==> src/rtl/gray_step_monitor.sv <==
// gray_step_monitor: synchronises an upstream Gray count, decodes it to binary,
// classifies every transition as a legal +/-1 step or an error, tracks a signed
// position and latches a fault after too many consecutive bad transitions.
module gray_step_monitor #(
  parameter int WIDTH       = 4,
  parameter int SYNC_STAGES = 2,
  parameter int POS_W       = 16,
  parameter int ERR_LIMIT   = 3
) (
  input  logic             clk,
  input  logic             reset,
  input  logic             enable,
  input  logic [WIDTH-1:0] gray_in,
  output logic [WIDTH-1:0] bin_out,
  output logic             step_valid,
  output logic             step_dir,
  output logic             err_pulse,
  output logic [1:0]       err_code,
  output logic [7:0]       err_count,
  output logic [POS_W-1:0] position,
  output logic             locked,
  output logic             fault
);

  typedef enum logic [1:0] {IDLE, ACQUIRE, LOCKED, FAULT} state_t;

  state_t           state_q, state_d;
  logic [WIDTH-1:0] sync_q [SYNC_STAGES];
  logic [WIDTH-1:0] g_prev_q, g_prev_d;
  logic [WIDTH-1:0] bin_q, bin_d;
  logic [POS_W-1:0] pos_q, pos_d;
  logic [7:0]       err_cnt_q, err_cnt_d;
  logic [3:0]       consec_q, consec_d;
  logic             sv_q, sv_d;
  logic             sd_q, sd_d;
  logic             ep_q, ep_d;
  logic [1:0]       ec_q, ec_d;

  logic [WIDTH-1:0] g_cur;
  logic [WIDTH-1:0] b_cur;
  logic [WIDTH-1:0] b_prev;
  logic [WIDTH-1:0] diff;
  logic             multi_bit;

  function automatic logic [WIDTH-1:0] gray2bin(input logic [WIDTH-1:0] g);
    logic [WIDTH-1:0] b;
    b[WIDTH-1] = g[WIDTH-1];
    for (int i = WIDTH - 2; i >= 0; i--) begin
      b[i] = b[i+1] ^ g[i];
    end
    return b;
  endfunction

  assign g_cur     = sync_q[SYNC_STAGES-1];
  assign b_cur     = gray2bin(g_cur);
  assign b_prev    = gray2bin(g_prev_q);
  assign diff      = g_cur ^ g_prev_q;
  assign multi_bit = (diff & (diff - WIDTH'(1))) != '0;

  // Synchroniser chain; keeps running in every state so the word is fresh on re-enable.
  always_ff @(posedge clk) begin
    if (reset) begin
      for (int i = 0; i < SYNC_STAGES; i++) begin
        sync_q[i] <= '0;
      end
    end else begin
      sync_q[0] <= gray_in;
      for (int i = 1; i < SYNC_STAGES; i++) begin
        sync_q[i] <= sync_q[i-1];
      end
    end
  end

  // Next-state and next-output logic: classify the latest transition while locked.
  always_comb begin
    state_d   = state_q;
    g_prev_d  = g_prev_q;
    bin_d     = bin_q;
    pos_d     = pos_q;
    err_cnt_d = err_cnt_q;
    consec_d  = consec_q;
    sv_d      = 1'b0;
    sd_d      = sd_q;
    ep_d      = 1'b0;
    ec_d      = 2'b00;
    case (state_q)
      IDLE: begin
        if (enable) state_d = ACQUIRE;
      end
      ACQUIRE: begin
        if (!enable) begin
          state_d  = IDLE;
          consec_d = '0;
        end else begin
          g_prev_d = g_cur;
          bin_d    = b_cur;
          state_d  = LOCKED;
        end
      end
      LOCKED: begin
        if (!enable) begin
          state_d  = IDLE;
          consec_d = '0;
        end else if (diff != '0) begin
          g_prev_d = g_cur;
          bin_d    = b_cur;
          if (b_cur == b_prev + WIDTH'(1)) begin
            sv_d     = 1'b1;
            sd_d     = 1'b1;
            pos_d    = pos_q + POS_W'(1);
            consec_d = '0;
          end else if (b_cur == b_prev - WIDTH'(1)) begin
            sv_d     = 1'b1;
            sd_d     = 1'b0;
            pos_d    = pos_q - POS_W'(1);
            consec_d = '0;
          end else begin
            ep_d     = 1'b1;
            ec_d     = multi_bit ? 2'b01 : 2'b10;
            consec_d = consec_q + 4'd1;
            if (err_cnt_q != 8'hFF) err_cnt_d = err_cnt_q + 8'd1;
            if (consec_d == 4'(ERR_LIMIT)) state_d = FAULT;
          end
        end
      end
      FAULT: begin
        if (!enable) begin
          state_d  = IDLE;
          consec_d = '0;
        end
      end
      default: state_d = IDLE;
    endcase
  end

  // State and output registers; synchronous reset overrides everything.
  always_ff @(posedge clk) begin
    if (reset) begin
      state_q   <= IDLE;
      g_prev_q  <= '0;
      bin_q     <= '0;
      pos_q     <= '0;
      err_cnt_q <= '0;
      consec_q  <= '0;
      sv_q      <= 1'b0;
      sd_q      <= 1'b0;
      ep_q      <= 1'b0;
      ec_q      <= 2'b00;
    end else begin
      state_q   <= state_d;
      g_prev_q  <= g_prev_d;
      bin_q     <= bin_d;
      pos_q     <= pos_d;
      err_cnt_q <= err_cnt_d;
      consec_q  <= consec_d;
      sv_q      <= sv_d;
      sd_q      <= sd_d;
      ep_q      <= ep_d;
      ec_q      <= ec_d;
    end
  end

  assign bin_out    = bin_q;
  assign step_valid = sv_q;
  assign step_dir   = sd_q;
  assign err_pulse  = ep_q;
  assign err_code   = ec_q;
  assign err_count  = err_cnt_q;
  assign position   = pos_q;
  assign locked     = (state_q == LOCKED);
  assign fault      = (state_q == FAULT);

endmodule

==> config.mk <==
export PLATFORM = sky130hd
export DESIGN_NAME = gray_step_monitor
export DESIGN_NICKNAME = d
export VERILOG_FILES = /design/src/rtl/gray_step_monitor.sv
export SDC_FILE = /design/constraint.sdc
export NUM_CORES = 1
export LEC_CHECK = 0
export CORE_ASPECT_RATIO = 1.4
export CORE_UTILIZATION = 36
export DETAILED_ROUTE_END_ITERATION = 10
export GPL_TIMING_DRIVEN = 0
export SYNTH_ARGS = -nofsm -noshare
export SYNTH_HDL_FRONTEND = slang
export SYNTH_SLANG_ARGS = --single-unit
==> constraint.sdc <==
create_clock -name clk -period 12.96 [get_ports clk]
set_input_delay 3.888 -clock clk [delete_from_list [all_inputs] [get_ports clk]]
set_output_delay 3.888 -clock clk [all_outputs]
set_load 0.01 [all_outputs]
==> Word-level counts from Yosys, hierarchy flattened <==
Memory sizes are Yosys's and may differ from the RTL's.
Cells that the tools add are included.
{ "word_totals": {"regBits": 43, "ram_bits": 8, "inputBits": 7, "elab_cells": 101, "memories": 1} }
{ "memory_table": {"columns": ["memory", "words", "word_bits", "read_ports", "rd_clocked_by_memory_dff", "wr", "line_no", "rtl"], "rows": [
  ["sync_q", 2, 4, 2, 0, 2, "28", "logic [WIDTH-1:0] sync_q [SYNC_STAGES];"]
]} }
{ "op_classes": {"add_sub_neg": 7, "n_eq_ne": 17, "mux": 36, "bitwise_logic": 15, "n_reduce_logical": 15} }
{ "ops": {"columns": ["operator", "n"], "rows": [
  ["two-way mux 4 bit", 13],
  ["two-way mux 16 bit", 2],
  ["one-hot mux 4 bit (2 select lines)", 3],
  ["two-way mux 2 bit", 9],
  ["adder 16 x 1 -> 16 bit (second input constant)", 1],
  ["subtractor 16 x 1 -> 16 bit (second input constant)", 1],
  ["AND reduction 6 bit", 2],
  ["inequality test 2 bit (second input constant)", 5],
  ["adder 4 x 1 -> 4 bit (second input constant)", 2],
  ["adder 8 x 1 -> 8 bit (second input constant)", 1],
  ["== test 4 bit", 2],
  ["two-way mux 1 bit", 8],
  ["inequality test 8 bit (second input constant)", 1],
  ["one-hot mux 2 bit (4 select lines)", 1],
  ["AND reduction 4 bit", 2],
  ["nonzero test 4 bit", 2],
  ["subtractor 4 x 1 -> 4 bit (second input constant)", 2],
  ["inequality test 3 x 2 -> 1 bit (second input constant)", 2],
  ["inequality test 3 bit (second input constant)", 2],
  ["nonzero test 2 bit", 3],
  ["OR reduction 6 bit", 1],
  ["XOR 1 bit", 6],
  ["inverter 1 bit", 5],
  ["OR reduction 5 bit", 1],
  ["11 further kinds", 13]
]} }

==> Longest topological paths before layout <==
{ "depth": {"depth_word": 10, "ltp_mapped": 15} }

==> Worst setup path before layout <==
Ideal clock, no wire load.
{ "synth_timing": {"path_type": "input-to-reg", "from": "input enable", "to": "register err_cnt_q[7] (netlist: err_count[7])", "setup_time_ns": 0.121, "t_arrival_ns": 4.860, "required_ns": 12.839, "setup_slack_ns": 7.979, "stages": 4, "n_path_buf": 0, "cell_sequence": "nand2_1 or2_4 nor4_1 mux2_2"} }
{ "synth_via": {"elab_chain_cells": 1} }
{ "synth_lines": {"columns": ["item", "line_no", "rtl"], "rows": [
  ["start, declared", "12", "input logic enable,"],
  ["AND reduction 6 bit (no line)", null, null],
  ["end signal, assigned", "154", "err_cnt_q <= err_cnt_d;"],
  ["end, declared", "32", "logic [7:0] err_cnt_q, err_cnt_d;"]
]} }
No other way between the ends.
A chain may end at the register's enable or synchronous reset.

==> Worst setup path in the final report <==
{ "layout_timing": {"from": "register state_q[1]", "to": "output locked"} }
{ "layout_via": {"elab_chain_cells": 1} }
{ "layout_lines": {"columns": ["item", "line_no", "rtl"], "rows": [
  ["start, declared", "27", "state_t state_q, state_d;"],
  ["start signal, assigned", "150", "state_q <= state_d;"],
  ["== test 2 bit", "170", "assign locked = (state_q == LOCKED);"],
  ["end, declared", "21", "output logic locked,"]
]} }
No other way between the ends.

==> run_results.csv <==
group,metric,value,unit
run_status,status,"finished, final reports clean",
cts,cts-root-buf,"clkbuf_16",
sta,min_period_over_period,42.4,%
critical_path,startpoint_type,"flip-flop",
floorplanning,core_area,8100,µm²
logic_synthesis,syn-cell-area,3000,µm²
sta,slew_headroom,56.7,%
drt,via_per_inst,5.15,
floorplanning,die_w,79.2,µm
cts,cts_tree,"done",
cts,cts_max_path_buffers,2,
sta,tns,0,ns
sta,max_clock_freq,0.182,GHz
power_and_ir_drop,swShare,25.1,%
cts,cts.sinks,50,
critical_path,crit_arrival,1.60,ns
drt,drcViolationCount,0,
logic_synthesis,synth.most_common_cell,"dfxtp_1",
cts,cts_buffers,5,
power_and_ir_drop,p_seq_share,43.2,%
floorplanning,initial_core_util,37.1,%
power_and_ir_drop,powerDensity,98.4,nW/µm²
cells_and_area,diodes,0,
cts,ctsHoldBuffers,0,
critical_path,critPathBufInv,1,
hold_path,hold_class,"reg2reg",
drt,wl_per_cell,13.2,µm
cts,postCtsSetupRepairBufs,0,
logic_synthesis,async_flop_share,0,%
sta,worst_pin_slew,0.649,ns
sta,setup_viol,0,
critical_path,crit_fanout,5,
logic_synthesis,synth-main-ff-cell,"dfxtp_1",
global_routing,grt_usage,16.0,%
power_and_ir_drop,p_int,273,µW
logic_synthesis,seq_area_frac_synth,33.3,%
logic_synthesis,synth.distinct_cells,56,
logic_synthesis,synth_top_area_cell,"dfxtp_1",
drt,postRouteAntennaNets,0,
logic_synthesis,synth-edff-count,0,
power_and_ir_drop,p_leak,0.00148,µW
sta,hold_violations,0,
cells_and_area,final_layout_size_suffix_gt1_share,7.22,%
critical_path,crit_path_end_kind,"output port",
critical_path,path_class,"reg2out",
cts,path_clk_slew,0.06,ns
sta,slew_viol_final,0,
global_routing,grt_pass1_wl,10700,µm
global_routing,grt_max_degree,17,
power_and_ir_drop,pwr-share-comb,16.2,%
placement,routabilityCongestion,0.875,
cts,clk_latency,0.29,ns
logic_synthesis,ys_seq_elements,50,
hold_path,hold_path_depth,1,
critical_path,crit_cells,2,
critical_path,cp_slowest_cell,"clkdlybuf4s50_1",
logic_synthesis,ys_top_cells_by_count,"dfxtp_1, nor2_1, a21oi_1",
flow_run,maxCapViolations,0,
power_and_ir_drop,finalPower,364,µW
floorplanning,num_rows,39,
critical_path,worstPathRequired,9.07,ns
sta,grt_setup_unrepaired,"no",
logic_synthesis,synth_top_area_share,33.3,%
logic_synthesis,ys_top_cells_by_area,"dfxtp_1, ha_1, nor2_1, mux2i_1, xnor2_1",
critical_path,crit_chain,"nor2b_1 -> clkdlybuf4s50_1",
power_and_ir_drop,switchingPower,91.6,µW
critical_path,cp_top_family,"buffers and inverters",
global_routing,antenna_found_initial,0,
cts,cts_resized,0,
cells_and_area,nets,416,
power_and_ir_drop,power.share.clock,40.6,%
cells_and_area,fillerInstances,842,
global_routing,gr-total-overflow,0,
sta,min_period,5.49,ns
drt,via_count,2522,
critical_path,critPathMaxStageDelay,0.61,ns
floorplanning,die_y,110,µm
drt,wl,6490,µm
cts,htreeDepth,2,
global_routing,grt_pass1_vias,2291,
cells_and_area,area_growth_syn_to_layout,23.3,%
logic_synthesis,syn_nets,368,
placement,port_buffers,41,
logic_synthesis,synthCells,339,
sta,fin_skew,0.00534,ns
floorplanning,dieArea,8710,µm²
critical_path,worstRegToRegCells,15,
logic_synthesis,avgSynthCellArea,8.85,µm²
floorplanning,ioPinCount,42,
placement,dpl.hpwl,4910,µm
power_and_ir_drop,vdd_ir_drop_max,0.0845,mV
drt,firstDrtPassIters,4,
drt,drt_first_iter_violations,99,
logic_synthesis,ys_warn_count,0,
## final timing paths
path / slack [ns] / endpoint / start
max: 7.47 / locked / state_q[1]$_SDFFE_PP0P_
min reg2reg: 0.44 / sync_q[0][6]$_SDFF_PP0_ / sync_q[0][2]$_SDFF_PP0_
max reg2reg: 8.38 / position[15]$_SDFFE_PP0P_ / bin_out[3]$_SDFFE_PP0P_
min: 0.44 / sync_q[0][6]$_SDFF_PP0_ / sync_q[0][2]$_SDFF_PP0_
## cells by family (layout without fill, tap and decap cells)
| group | Yosys count | count (layout) | synth area share (%) |
|---|---|---|---|
| simple gates | 126 | 126 | 21.9 |
| compound gates | 72 | 72 | 15.8 |
| flops | 50 | 50 | 33.3 |
| xor+xnor | 31 | 31 | 10.0 |
| fa+ha+maj | 22 | 22 | 9.42 |
| buf+inv | 21 | 70 | 3.71 |
| mux | 17 | 17 | 5.75 |
## power groups by stage
stage	clock network [µW]	logic, µW	registers, µW
6_report	148	59.1	157
5_1_grt	161	66.3	157
4_1_cts	154	59.7	157
3_5_place_dp	0	59.3	161
3_3_place_gp	0	58.8	161
2_1_floorplan	0	45.5	161
## per-stage QoR
step	setup WS, ns	util [%]	instances	hold slack, ns	instance area, µm²
CTS	7.44	45.7	490	0.442	3700
finish	7.47	45.7	490	0.436	3700
global route	7.37	45.7	490	0.463	3700
detailed placement	7.16	43.7	482	0.424	3540
global placement	7.16	43.7	482	0.418	3540
floorplan	7.98	-	339	0.414	3000
## area by class of cell
cell class | instances | area (µm²) | share of cell area [%]
timing repair buffer | 41 | 410 | 11.1
clock inverter | 1 | 30.0 | 0.811
buffer | 13 | 81.3 | 2.20
clock buffer | 7 | 133 | 3.58
multi-input combinational | 268 | 1890 | 51.0
inverter | 8 | 30.0 | 0.811
tap | 102 | 128 | 3.45
sequential | 50 | 1000 | 27.0
## worst register-to-register path: cells and delay by family, from the launching register on
kind            cells  cell delay, ns
buf+inv             1            0.16
fa+ha+maj           2            0.73
flops               1            0.31
compound gates      4            1.30
simple gates        4            0.80
xor+xnor            2            0.57
mux                 2            0.60
## flip-flops by register name, indices dropped and copies added (netlist names)
register,count
position,16
err_count,8
sync_q,8
bin_out,4
consec_q,4
g_prev_q,3
err_code,2
state_q,2
err_pulse,1
step_dir,1
step_valid,1
## cells in the final DEF (no fill, tap or decap), types with 3 or more instances in the layout
cell type,synthesis,final
ha_1,21,21
a21oi_1,22,22
xnor2_1,17,17
nor3b_1,4,4
a21o_1,5,5
clkbuf_16,0,5
clkdlybuf4s50_1,0,41
or3_1,5,5
nand4_1,4,4
nor2_1,41,41
nand2_1,17,17
xor2_1,11,11
nand2b_1,8,8
clkbuf_1,6,8
nor3_1,5,5
mux2i_1,15,15
a211oi_1,10,10
and2_1,3,3
nor2b_1,15,15
a211o_1,3,3
dfxtp_1,50,50
o21ai_0,15,15
inv_1,7,7
buf_6,3,3
and3_1,7,7
nand3_1,8,8
## layer usage
layer	vias to the layer above	part of all wire, %	routed length [µm]	track usage (%)
li1	1295	-	-	-
met1	1169	44	2820	18.0
met2	44	51	3300	28.6
met3	14	2.6	171	3.46
met4	0	2.9	185	7.27
met5	-	0	0	0
No activity file was read; power rests on OpenSTA's default activity.
